==> config.mk <==
export PLATFORM = sky130hd
export DESIGN_NAME = prog_logic_function_flat
export DESIGN_NICKNAME = d
export VERILOG_FILES = /design/src/rtl/prog_logic_function_if.sv /design/src/rtl/prog_logic_function.sv /design/src/flat_wrapper.sv
export SDC_FILE = /design/constraint.sdc
export NUM_CORES = 1
export LEC_CHECK = 0
export BUFFER_PORTS_ARGS = -buffer_cell sky130_fd_sc_hd__buf_2
export CORE_ASPECT_RATIO = 0.8
export CORE_MARGIN = 3
export CORE_UTILIZATION = 45
export CTS_CLUSTER_SIZE = 10
export DETAILED_ROUTE_END_ITERATION = 10
export PLACE_DENSITY = 0.69
export RECOVER_POWER = 25
export SYNTH_ARGS = -nofsm -noshare
export SYNTH_HDL_FRONTEND = slang
export SYNTH_SLANG_ARGS = --single-unit
export TNS_END_PERCENT = 100
==> constraint.sdc <==
create_clock -name clk -period 2.25 [get_ports clk]
set_clock_uncertainty 0.05 [all_clocks]
set_input_delay 0 -clock clk [delete_from_list [all_inputs] [get_ports clk]]
set_output_delay 0 -clock clk [all_outputs]
set_load 0.005 [all_outputs]
==> src/rtl/prog_logic_function_if.sv <==
// Bus bundle for prog_logic_function: evaluation and table-load ports.
// PLF_READBACK_EN adds the rd_* table readback signals.
interface prog_logic_function_if #(
  parameter int N_IN  = 4,
  parameter int N_OUT = 3
);
  logic [N_IN-1:0]  x;
  logic             x_valid;
  logic [N_OUT-1:0] y;
  logic [N_OUT-1:0] yinv;
  logic             y_valid;
  logic             cfg_start;
  logic [N_OUT-1:0] cfg_data;
  logic             cfg_valid;
  logic             cfg_ready;
  logic             cfg_done;
  logic             programmed;
`ifdef PLF_READBACK_EN
  logic             rd_en;
  logic [N_IN-1:0]  rd_addr;
  logic [N_OUT-1:0] rd_data;
  logic             rd_valid;
`endif

  modport master (
    output x, x_valid,
    output cfg_start, cfg_data, cfg_valid,
`ifdef PLF_READBACK_EN
    output rd_en, rd_addr,
    input  rd_data, rd_valid,
`endif
    input  y, yinv, y_valid,
    input  cfg_ready, cfg_done, programmed
  );

  modport slave (
    input  x, x_valid,
    input  cfg_start, cfg_data, cfg_valid,
`ifdef PLF_READBACK_EN
    input  rd_en, rd_addr,
    output rd_data, rd_valid,
`endif
    output y, yinv, y_valid,
    output cfg_ready, cfg_done, programmed
  );
endinterface

==> src/rtl/prog_logic_function.sv <==
// Registered programmable truth table, loaded row by row over cfg port.
// PLF_READBACK_EN adds a registered table readback port.
module prog_logic_function #(
  parameter int N_IN  = 4,
  parameter int N_OUT = 3
) (
  input logic                 clk,
  input logic                 rst_n,
  prog_logic_function_if.slave bus
);

  localparam int DEPTH = 1 << N_IN;
  localparam int CW    = N_IN + 1;

  typedef enum logic [1:0] {
    IDLE = 2'd0,
    LOAD = 2'd1,
    RUN  = 2'd2
  } state_t;

  state_t           state;
  state_t           state_nxt;
  logic [CW-1:0]    cnt;
  logic [CW-1:0]    cnt_nxt;
  logic             done_nxt;
  logic             cfg_done_q;
  logic [N_OUT-1:0] tbl [DEPTH];
  logic [N_OUT-1:0] y_q;
  logic             y_valid_q;
  logic             ready;
  logic             beat;
  logic             last;
  logic             eval;

  assign ready = (state == LOAD) & ~bus.cfg_start;
  assign beat  = ready & bus.cfg_valid;
  assign last  = cnt == CW'(DEPTH - 1);
  assign eval  = (state == RUN) & bus.x_valid;

  always_comb begin
    state_nxt = state;
    cnt_nxt   = cnt;
    done_nxt  = 1'b0;
    unique case (state)
      IDLE: begin
        if (bus.cfg_start) begin
          state_nxt = LOAD;
          cnt_nxt   = '0;
        end
      end
      LOAD: begin
        if (bus.cfg_start) begin
          cnt_nxt = '0;
        end else if (beat) begin
          cnt_nxt = cnt + 1'b1;
          if (last) begin
            state_nxt = RUN;
            done_nxt  = 1'b1;
          end
        end
      end
      RUN: begin
        if (bus.cfg_start) begin
          state_nxt = LOAD;
          cnt_nxt   = '0;
        end
      end
      default: begin
        state_nxt = IDLE;
        cnt_nxt   = '0;
      end
    endcase
  end

  always_ff @(posedge clk or negedge rst_n) begin
    if (!rst_n) begin
      state      <= IDLE;
      cnt        <= '0;
      cfg_done_q <= 1'b0;
    end else begin
      state      <= state_nxt;
      cnt        <= cnt_nxt;
      cfg_done_q <= done_nxt;
    end
  end

  always_ff @(posedge clk or negedge rst_n) begin
    if (!rst_n) begin
      for (int i = 0; i < DEPTH; i++) begin
        tbl[i] <= '0;
      end
    end else if (beat) begin
      tbl[cnt[N_IN-1:0]] <= bus.cfg_data;
    end
  end

  // Evaluation reads the table before any same-edge write lands.
  always_ff @(posedge clk or negedge rst_n) begin
    if (!rst_n) begin
      y_q       <= '0;
      y_valid_q <= 1'b0;
    end else begin
      y_valid_q <= eval;
      if (eval) begin
        y_q <= tbl[bus.x];
      end
    end
  end

  assign bus.y          = y_q;
  assign bus.yinv       = ~y_q;
  assign bus.y_valid    = y_valid_q;
  assign bus.cfg_ready  = ready;
  assign bus.cfg_done   = cfg_done_q;
  assign bus.programmed = state == RUN;

`ifdef PLF_READBACK_EN
  logic [N_OUT-1:0] rd_data_q;
  logic             rd_valid_q;

  always_ff @(posedge clk or negedge rst_n) begin
    if (!rst_n) begin
      rd_data_q  <= '0;
      rd_valid_q <= 1'b0;
    end else begin
      rd_valid_q <= bus.rd_en;
      if (bus.rd_en) begin
        rd_data_q <= tbl[bus.rd_addr];
      end
    end
  end

  assign bus.rd_data  = rd_data_q;
  assign bus.rd_valid = rd_valid_q;
`endif

endmodule

==> src/flat_wrapper.sv <==
// flat-port wrapper written by rule: the top's interface ports become plain ports
module prog_logic_function_flat 
#(
  parameter int N_IN  = 4,
  parameter int N_OUT = 3
)
  (clk, rst_n, bus_x, bus_x_valid, bus_cfg_start, bus_cfg_data, bus_cfg_valid, bus_y, bus_yinv, bus_y_valid, bus_cfg_ready, bus_cfg_done, bus_programmed);
  prog_logic_function_if #(.N_IN(N_IN), .N_OUT(N_OUT)) bus_i ();
  input logic clk;
  input logic rst_n;
  input wire logic [$bits(bus_i.x)-1:0] bus_x;
  input wire logic [$bits(bus_i.x_valid)-1:0] bus_x_valid;
  input wire logic [$bits(bus_i.cfg_start)-1:0] bus_cfg_start;
  input wire logic [$bits(bus_i.cfg_data)-1:0] bus_cfg_data;
  input wire logic [$bits(bus_i.cfg_valid)-1:0] bus_cfg_valid;
  output wire logic [$bits(bus_i.y)-1:0] bus_y;
  output wire logic [$bits(bus_i.yinv)-1:0] bus_yinv;
  output wire logic [$bits(bus_i.y_valid)-1:0] bus_y_valid;
  output wire logic [$bits(bus_i.cfg_ready)-1:0] bus_cfg_ready;
  output wire logic [$bits(bus_i.cfg_done)-1:0] bus_cfg_done;
  output wire logic [$bits(bus_i.programmed)-1:0] bus_programmed;
  assign bus_i.x = bus_x;
  assign bus_i.x_valid = bus_x_valid;
  assign bus_i.cfg_start = bus_cfg_start;
  assign bus_i.cfg_data = bus_cfg_data;
  assign bus_i.cfg_valid = bus_cfg_valid;
  assign bus_y = bus_i.y;
  assign bus_yinv = bus_i.yinv;
  assign bus_y_valid = bus_i.y_valid;
  assign bus_cfg_ready = bus_i.cfg_ready;
  assign bus_cfg_done = bus_i.cfg_done;
  assign bus_programmed = bus_i.programmed;
  prog_logic_function #(.N_IN(N_IN), .N_OUT(N_OUT)) u_core (.clk(clk), .rst_n(rst_n), .bus(bus_i));
endmodule
* Yosys cells after proc, flatten, opt, wreduce, memory -nomap -nowiden
Index checks and enable logic that the tools add are counted. Widths: inputs -> output; s select.
Word-level totals: register bits 60, logic and storage cells 64
Operators by class: $add $sub $neg 1, $lt $le $gt $ge 3, equality and inequality tests 8, multiplexer cells 19, bitwise logic cells 7, reduce and logical (&&, ||, !) cells 5
Operator list (count):
- $bwmux 48 | 1
- $mux 5 | 3
- $bmux 3 s4 | 1
- $demux 3 s4 | 1
- $ge 5x5->1 const B | 2
- $not 4->5 | 2
- $pmux 5 s2 | 1
- $mux 3 | 3
- $mux 2 | 4
- $ne 2x1->1 const B | 3
- $add 5x1->5 const B | 1
- $eq 5x4->1 const B | 1
- $lt 5x1->1 const B | 1
- $mux 1 | 4
- $pmux 2 s2 | 1
- $reduce_and 4->1 | 1
- $and 1x1->1 | 3
- $ne 3x2->1 const B | 1
- $not 3->3 | 1
- $eq 2x1->1 const B | 1
- $eq 2x2->1 const B | 1
- $logic_not 2->1 | 1
- $ne 2x2->1 const B | 1
- $reduce_and 2->1 | 1
- 3 further kinds | 3

* Longest topological paths before layout
Gate-level depths: netlist (run 1).
depth in word-level cells 6, mapped depth 6, gate-level depth less buffers 6

* Least setup slack after synthesis (run 1)
No wires, ideal clock.
path type reg2reg, start register u_core.state[1], end register u_core.tbl[36] in the netlist's numbering, library setup time 0.125 ns, data arrival time 1.432 ns, slack 0.643 ns, stages on the path, launching flop included 5, path buffers 0, clock period less this slack 1.607 ns, cells stage by stage dfrtp_1 > nand4bb_4 > nor3_1 > and2_1 > mux2_2
Between the ends: cells in the longest elaborated chain, start to end 3
Ends and longest elaborated chain:
- start: declaration | RTL line prog_logic_function.sv:21 | state_t state;
- start signal: assignment | RTL line prog_logic_function.sv:81 | state <= state_nxt;
- $eq 2x1->1 | RTL line prog_logic_function.sv:35 | assign ready = (state == LOAD) & ~bus.cfg_start;
- $and 1x1->1 | RTL line prog_logic_function.sv:35
- $and 1x1->1 | RTL line prog_logic_function.sv:36 | assign beat = ready & bus.cfg_valid;
- end signal: indexed assignment | RTL line prog_logic_function.sv:93 | tbl[cnt[N_IN-1:0]] <= bus.cfg_data;
- end: declaration | RTL line prog_logic_function.sv:27 | logic [N_OUT-1:0] tbl [DEPTH];
Every way passes these cells. A chain may end at the register's enable or synchronous reset.

* Worst setup path in the final report (run 1)
start register u_core.state[1], end register u_core.tbl[41] in the netlist's numbering
Same word-level chain as after synthesis.

==> summary.txt, run 1 <==
Final layout
  – Post-route cell area: 3300 um2
  – Ratio of cells with drive above 1 in the final layout: 0.346
  – Reg area: 1500 um2
  – N_diodes: 0
  – Post-layout nets: 270
  – Final Non-Filler Cells: 338
  – Util after Layout: 0.541
  – P&R area growth vs syn: 12.3%
  – Area of the multi-input gates: 1340 um2
  – # fillers: 521

Placed design
  – DP Area: 3100 um2
  – DP HPWL: 4230 um
  – Inst Count DP: 320
  – Port bufs: 21
  – GPL Wtd Cong: 0.801

Floorplan
  – Core ar.: 6100 um2
  – Initial Utilization: 0.481
  – Die Width: 96.3 um
  – # IOs: 22
  – Num rows: 25
  – DIE HEIGHT: 78.2 um
  – Die ar.: 7530 um2

Min path
  – Worst Hold Launch: bus_cfg_valid
  – Hold path depth: 2
  – HP Class: input port to flop
  – Worst Hold Endpoint: u_core.bus.cfg_done$_DFF_PN0_

Global routing
  – Initial antenna violation count: 0
  – Vias in the first global route: 1925
  – Largest net degree at the start of global routing: 32
  – First-pass GRT wire length: 10200 um
  – All-Layer GR Usage: 0.184
  – Grt total ovfl: 0

Yosys
  – Post-Syn Area per Cell: 12.9 um2
  – Seq/Total Area, Yosys: 0.512
  – Most frequent cell after synthesis: dfrtp_1
  – EDFF count, synth: 0
  – Top FF cell, synth: dfrtp_1
  – Post-synth top area share: 0.512
  – #FFs+latches synth: 60
  – Distinct cells, synth: 37
  – Biggest area consumer among synthesized cells: dfrtp_1
  – Area contributors post-synth: dfrtp_1 (51%), mux2_2 (19%), mux4_1 (3.6%)
  – Synth Instances: 227
  – Post-Syn Nets: 244
  – Ys async rst share: 1.00
  – Synthesis Warnings: 0
  – Post-synth top cells: dfrtp_1 (60), mux2_2 (49), nand2_1 (17)
  – Netlist Area Pre-Place: 2940 um2

STA
  – Tmin final: 1860 ps
  – Final period util: 0.827
  – Max-slew violations: 32
  – F_max: 537 MHz
  – Final Hold Viols: 0
  – RSZ-0062 raised after global routing: false
  – Measured slew at the worst slew-check pin: 1640 ps
  – Hold Worst Slack: 32.3 ps
  – Slew headroom: -0.0919
  – Setup violations, final: 0
  – Setup TNS: 0 ps

Pwr
  – Static Leak: 0.00160 uW
  – Maximum VDD drop: 367 uV
  – Pwr per Cell Area: 672 nW/um2

Run status
  – Status: complete, but fails checks
  – Failing checks: capacitance limit, slew limit

Clock network
  – Worst-path clk slew: 60 ps
  – TritonCTS clock tree: yes
  – Clock Latency Late Sink: 340 ps
  – CTS resizes: 0
  – Sink Count: 60
  – Clock buffer count from CTS: 9
  – Bufs on Longest Clock Path: 2
  – CTS root buffer: clkbuf_8
  – H-tree levels: 3

Setup path
  – Cell depth of the worst flop-to-flop path: 4
  – CP Max Fanout: 9
  – CP required: 2420 ps
  – RR Endpoint: u_core.tbl[41]$_DFFE_PN0P_
  – RR Startpoint: u_core.state[1]$_DFFE_PN0P_
  – CP Capture Type: flop
  – Setup Crit Path Kind: flop to flop
  – Critical Path AT: 2030 ps
  – R2R Setup Slk: 390 ps
  – Worst setup SP type: flop

Drt
  – Detailed-route DRC error count: 0
  – Drt total wl: 6010 um
  – Wire per inst: 17.8 um
  – ANT nets after route: 0
  – Vias per cell: 5.62
  – Vias: 1901
  – DR iter-0 viols: 95
  – Drt pass-1 iters: 4

Flow run
  – Max Cap Viol: 1
-- worst max path at each step --
stage | to | startpoint
final | u_core.tbl[41]$_DFFE_PN0P_ | u_core.state[1]$_DFFE_PN0P_
after global routing | u_core.tbl[41]$_DFFE_PN0P_ | u_core.state[1]$_DFFE_PN0P_
after CTS | u_core.tbl[41]$_DFFE_PN0P_ | u_core.state[1]$_DFFE_PN0P_
after detailed placement | u_core.tbl[41]$_DFFE_PN0P_ | u_core.state[1]$_DFFE_PN0P_
after global placement | u_core.tbl[42]$_DFFE_PN0P_ | u_core.state[1]$_DFFE_PN0P_
after floorplan | u_core.tbl[36]$_DFFE_PN0P_ | u_core.state[1]$_DFFE_PN0P_
-- power breakdown --
part	switching, uW	internal, uW	total (uW)
registers	36.5	1140	1180
logic	104	101	205
clock network	385	450	836
-- timing repair --
action,in CTS,in global routing
hold buffers,3,0
endpoints found under the hold margin,39,0
buffers inserted,0,0
endpoints found under the setup margin,0,0
-- worst max-delay path: stages (launching register included) --
cell and delay [ps]:
dfrtp_1 460, nand4bb_4 290, nor3_1 330, and2_1 270, mux2_2 350
-- state kept, by name (all words and copies together) (netlist names) --
signal               count
u_core.bus.cfg_done      1
u_core.bus.y             3
u_core.bus.y_valid       1
u_core.cnt               5
u_core.state             2
u_core.tbl              48
-- through the flow --
| step | setup WS, ps | total power, uW |
|---|---|---|
| 2_1_floorplan | 643 | 1310 |
| 3_3_place_gp | 458 | 1390 |
| 3_5_place_dp | 395 | 1400 |
| 4_1_cts | 382 | 2240 |
| 5_1_grt | 254 | 2320 |
| 6_report | 388 | 2220 |
-- layout by cell type, fill, tap and decap left out, types with 2 or more instances in the layout --
cell type and count:
mux2_2 49, clkinv_2 2, buf_4 2, o21ai_0 3, nand2_1 17, mux2i_1 7, buf_2 18, and3_1 2
nor2_1 9, dfrtp_1 60, nor2b_1 6, nand2b_1 2, clkbuf_1 5, clkbuf_8 11, dlygate4sd3_1 3, nand3b_1 4
a2111oi_0 3, or3_1 2, nand3_1 4, inv_1 10, and2_1 4, nor3b_2 2, a21oi_1 6, ha_1 5
mux4_2 4, mux4_1 4
-- area by class of cell --
cell class,count,share of cell area
Timing Repair Buffer,26,0.0444
Tap cell,81,0.0307
Clock inverter,2,0.00304
Inverter,10,0.0114
Sequential cell,60,0.455
Clock buffer,13,0.0482
Multi-Input combinational cell,146,0.407
-- metal layers --
layer / wire length [um] / global-route usage / vias to the layer above
met1: 2910 / 0.273 / 978
met4: 8 / 0.0420 / 0
li1: - / - / 871
met3: 389 / 0.0670 / 2
met2: 2710 / 0.259 / 50
met5: 0 / 0 / -
-- cells by family (layout without fill, tap and decap cells) --
| family | Yosys count | in the layout | share of synthesized area |
|---|---|---|---|
| compound gates | 19 | 19 | 0.0431 |
| fa+ha+maj | 5 | 5 | 0.0213 |
| buf+inv | 21 | 51 | 0.0315 |
| flops | 60 | 60 | 0.512 |
| mux | 64 | 64 | 0.278 |
| simple gates | 58 | 58 | 0.114 |
Note: power is estimated with default switching activity, not from simulation.
==> inputs of run 2 (changes only) <==
--- a/config.mk
+++ b/config.mk
@@ -11,7 +11,7 @@
 export CORE_UTILIZATION = 45
 export CTS_CLUSTER_SIZE = 10
 export DETAILED_ROUTE_END_ITERATION = 10
-export PLACE_DENSITY = 0.69
+export PLACE_DENSITY = 0.71
 export RECOVER_POWER = 25
 export SYNTH_ARGS = -nofsm -noshare
 export SYNTH_HDL_FRONTEND = slang
==> constraint.sdc (replaced) <==
create_clock -name clk -period 1.7 [get_ports clk]
set_clock_uncertainty 0.05 [all_clocks]
set_input_delay 0 -clock clk [delete_from_list [all_inputs] [get_ports clk]]
set_output_delay 0 -clock clk [all_outputs]
set_load 0.005 [all_outputs]
==> summary.txt, run 2 (synthesized netlist as in run 1, its figures left out) <==
Run status
  – Status: complete, no violations

Floorplan
  – Die ar.: 7530 um2
  – Core ar.: 6100 um2
  – DIE HEIGHT: 78.2 um
  – Initial Utilization: 0.481
  – Die Width: 96.3 um
  – # IOs: 22
  – Num rows: 25

Global routing
  – First-pass GRT wire length: 10600 um
  – All-Layer GR Usage: 0.186
  – Grt total ovfl: 0
  – Initial antenna violation count: 0
  – Largest net degree at the start of global routing: 41
  – Vias in the first global route: 1991

STA
  – Tmin final: 1630 ps
  – Max-slew violations: 0
  – Final Hold Viols: 0
  – Final period util: 0.958
  – Slew headroom: 0.232
  – Measured slew at the worst slew-check pin: 1150 ps
  – Setup violations, final: 0
  – RSZ-0062 raised after global routing: true
  – F_max: 614 MHz

Setup path
  – Critical Path AT: 1790 ps
  – Setup Crit Path Kind: flop to flop
  – CP required: 1870 ps
  – Cell depth of the worst flop-to-flop path: 4
  – CP Max Fanout: 4
  – CP Capture Type: flop
  – Worst setup SP type: flop

Clock network
  – Clock buffer count from CTS: 9
  – Clock Latency Late Sink: 340 ps
  – Worst-path clk slew: 60 ps
  – TritonCTS clock tree: yes
  – Bufs on Longest Clock Path: 2
  – H-tree levels: 3
  – CTS root buffer: clkbuf_8
  – Sink Count: 60

Final layout
  – Util after Layout: 0.555
  – Post-route cell area: 3380 um2
  – Ratio of cells with drive above 1 in the final layout: 0.370
  – Most common cell after layout, fill and taps aside: dfrtp_1
  – Post-layout nets: 277
  – Max FFs per register: 48
  – P&R area growth vs syn: 15.3%
  – Most flop-heavy register: u_core.tbl
  – Final Non-Filler Cells: 346
  – Area of the multi-input gates: 1360 um2
  – # fillers: 521
  – Reg area: 1500 um2
  – N_diodes: 0
  – Most frequent cells in the layout: dfrtp_1 (60), mux2_2 (49), buf_2 (18)

Placed design
  – Inst Count DP: 326
  – Port bufs: 21
  – DP HPWL: 4340 um
  – DP Area: 3160 um2
  – GPL Wtd Cong: 0.785

Pwr
  – Pint: 2300 uW
  – Static Leak: 0.00164 uW
  – Part of the power in registers: 0.516
  – Net Switching: 722 uW
  – Clk pwr share: 0.391
  – Switching share of power: 0.239
  – Pwr per Cell Area: 892 nW/um2
  – Combinational share of power: 0.093
  – Maximum VDD drop: 377 uV

Min path
  – HP Class: input port to flop
  – Hold path depth: 2

Drt
  – Wire per inst: 17.5 um
  – Vias per cell: 5.45
  – ANT nets after route: 0
  – Drt total wl: 6060 um
  – Vias: 1885
  – DR iter-0 viols: 86
  – Drt pass-1 iters: 4
  – Detailed-route DRC error count: 0

Flow run
  – Max Cap Viol: 0
## run 2: cell types whose count changed in the layout (fill, tap and decap cells not counted), sizes merged
cell,before,now
buf,20,27
clkinv,2,1
clkbuf,16,18
## run 2: timing repair
item,CTS,global route
buffers inserted,0,1
endpoints found under the setup margin,12,15
pin swaps,0,1
hold buffers,3,0
gates resized for setup,1,4
endpoints found under the hold margin,32,0
## run 2: cell type report
class | count | share of cell area
clock inverter | 1 | 0.00148
sequential | 60 | 0.444
clock buffer | 15 | 0.0521
timing repair buffer | 33 | 0.0599
multi-input combinational | 146 | 0.402
inverter | 10 | 0.0111
tap | 81 | 0.0300
## run 2: worst max-delay path, stage by stage, from the launching register on
cell,delay (ps)
dfrtp_1,370
nand4bb_4,280
nor3b_2,320
nand2_1,190
mux2_2,310
## run 2: metrics by stage
| stage | setup TNS [ps] | hold slack, ps | setup WS [ps] | power [uW] |
|---|---|---|---|---|
| after floorplan | 0 | -346 | 93.2 | 1740 |
| after global placement | -11.8 | -53.9 | -4.02 | 1850 |
| after detailed placement | -412 | -49.1 | -44.4 | 1860 |
| after CTS | 0 | 30.3 | 25.4 | 3040 |
| after global routing | -13.0 | 37.6 | -7.58 | 3170 |
| final | 0 | 45.2 | 71.9 | 3020 |
## run 2: final timing paths
kind	startpoint	endpoint	slack (ps)
max in group asynchronous	rst_n	u_core.tbl[37]$_DFFE_PN0P_	300
worst min-delay path	bus_cfg_valid	u_core.bus.cfg_done$_DFF_PN0_	50
worst max register to register	u_core.state[1]$_DFFE_PN0P_	u_core.tbl[18]$_DFFE_PN0P_	70
worst min register to register	u_core.tbl[23]$_DFFE_PN0P_	u_core.tbl[23]$_DFFE_PN0P_	450
worst max-delay path	u_core.state[1]$_DFFE_PN0P_	u_core.tbl[18]$_DFFE_PN0P_	70
min in group asynchronous	rst_n	u_core.tbl[8]$_DFFE_PN0P_	360
## run 2: layer usage
metal,vias up,track usage,part of all wire
met3,4,0.0489,0.040
met5,-,0,0
met2,38,0.278,0.46
met4,0,0.0546,0.0066
li1,890,-,-
met1,953,0.265,0.50
## run 2: power groups by stage
| stage | Combinational, uW | Clock, uW | Sequential [uW] |
|---|---|---|---|
| 6_report | 279 | 1180 | 1560 |
| 5_1_grt | 312 | 1290 | 1570 |
| 3_5_place_dp | 280 | 0 | 1580 |
| 4_1_cts | 287 | 1200 | 1560 |
| 3_3_place_gp | 271 | 0 | 1580 |
| 2_1_floorplan | 181 | 0 | 1560 |
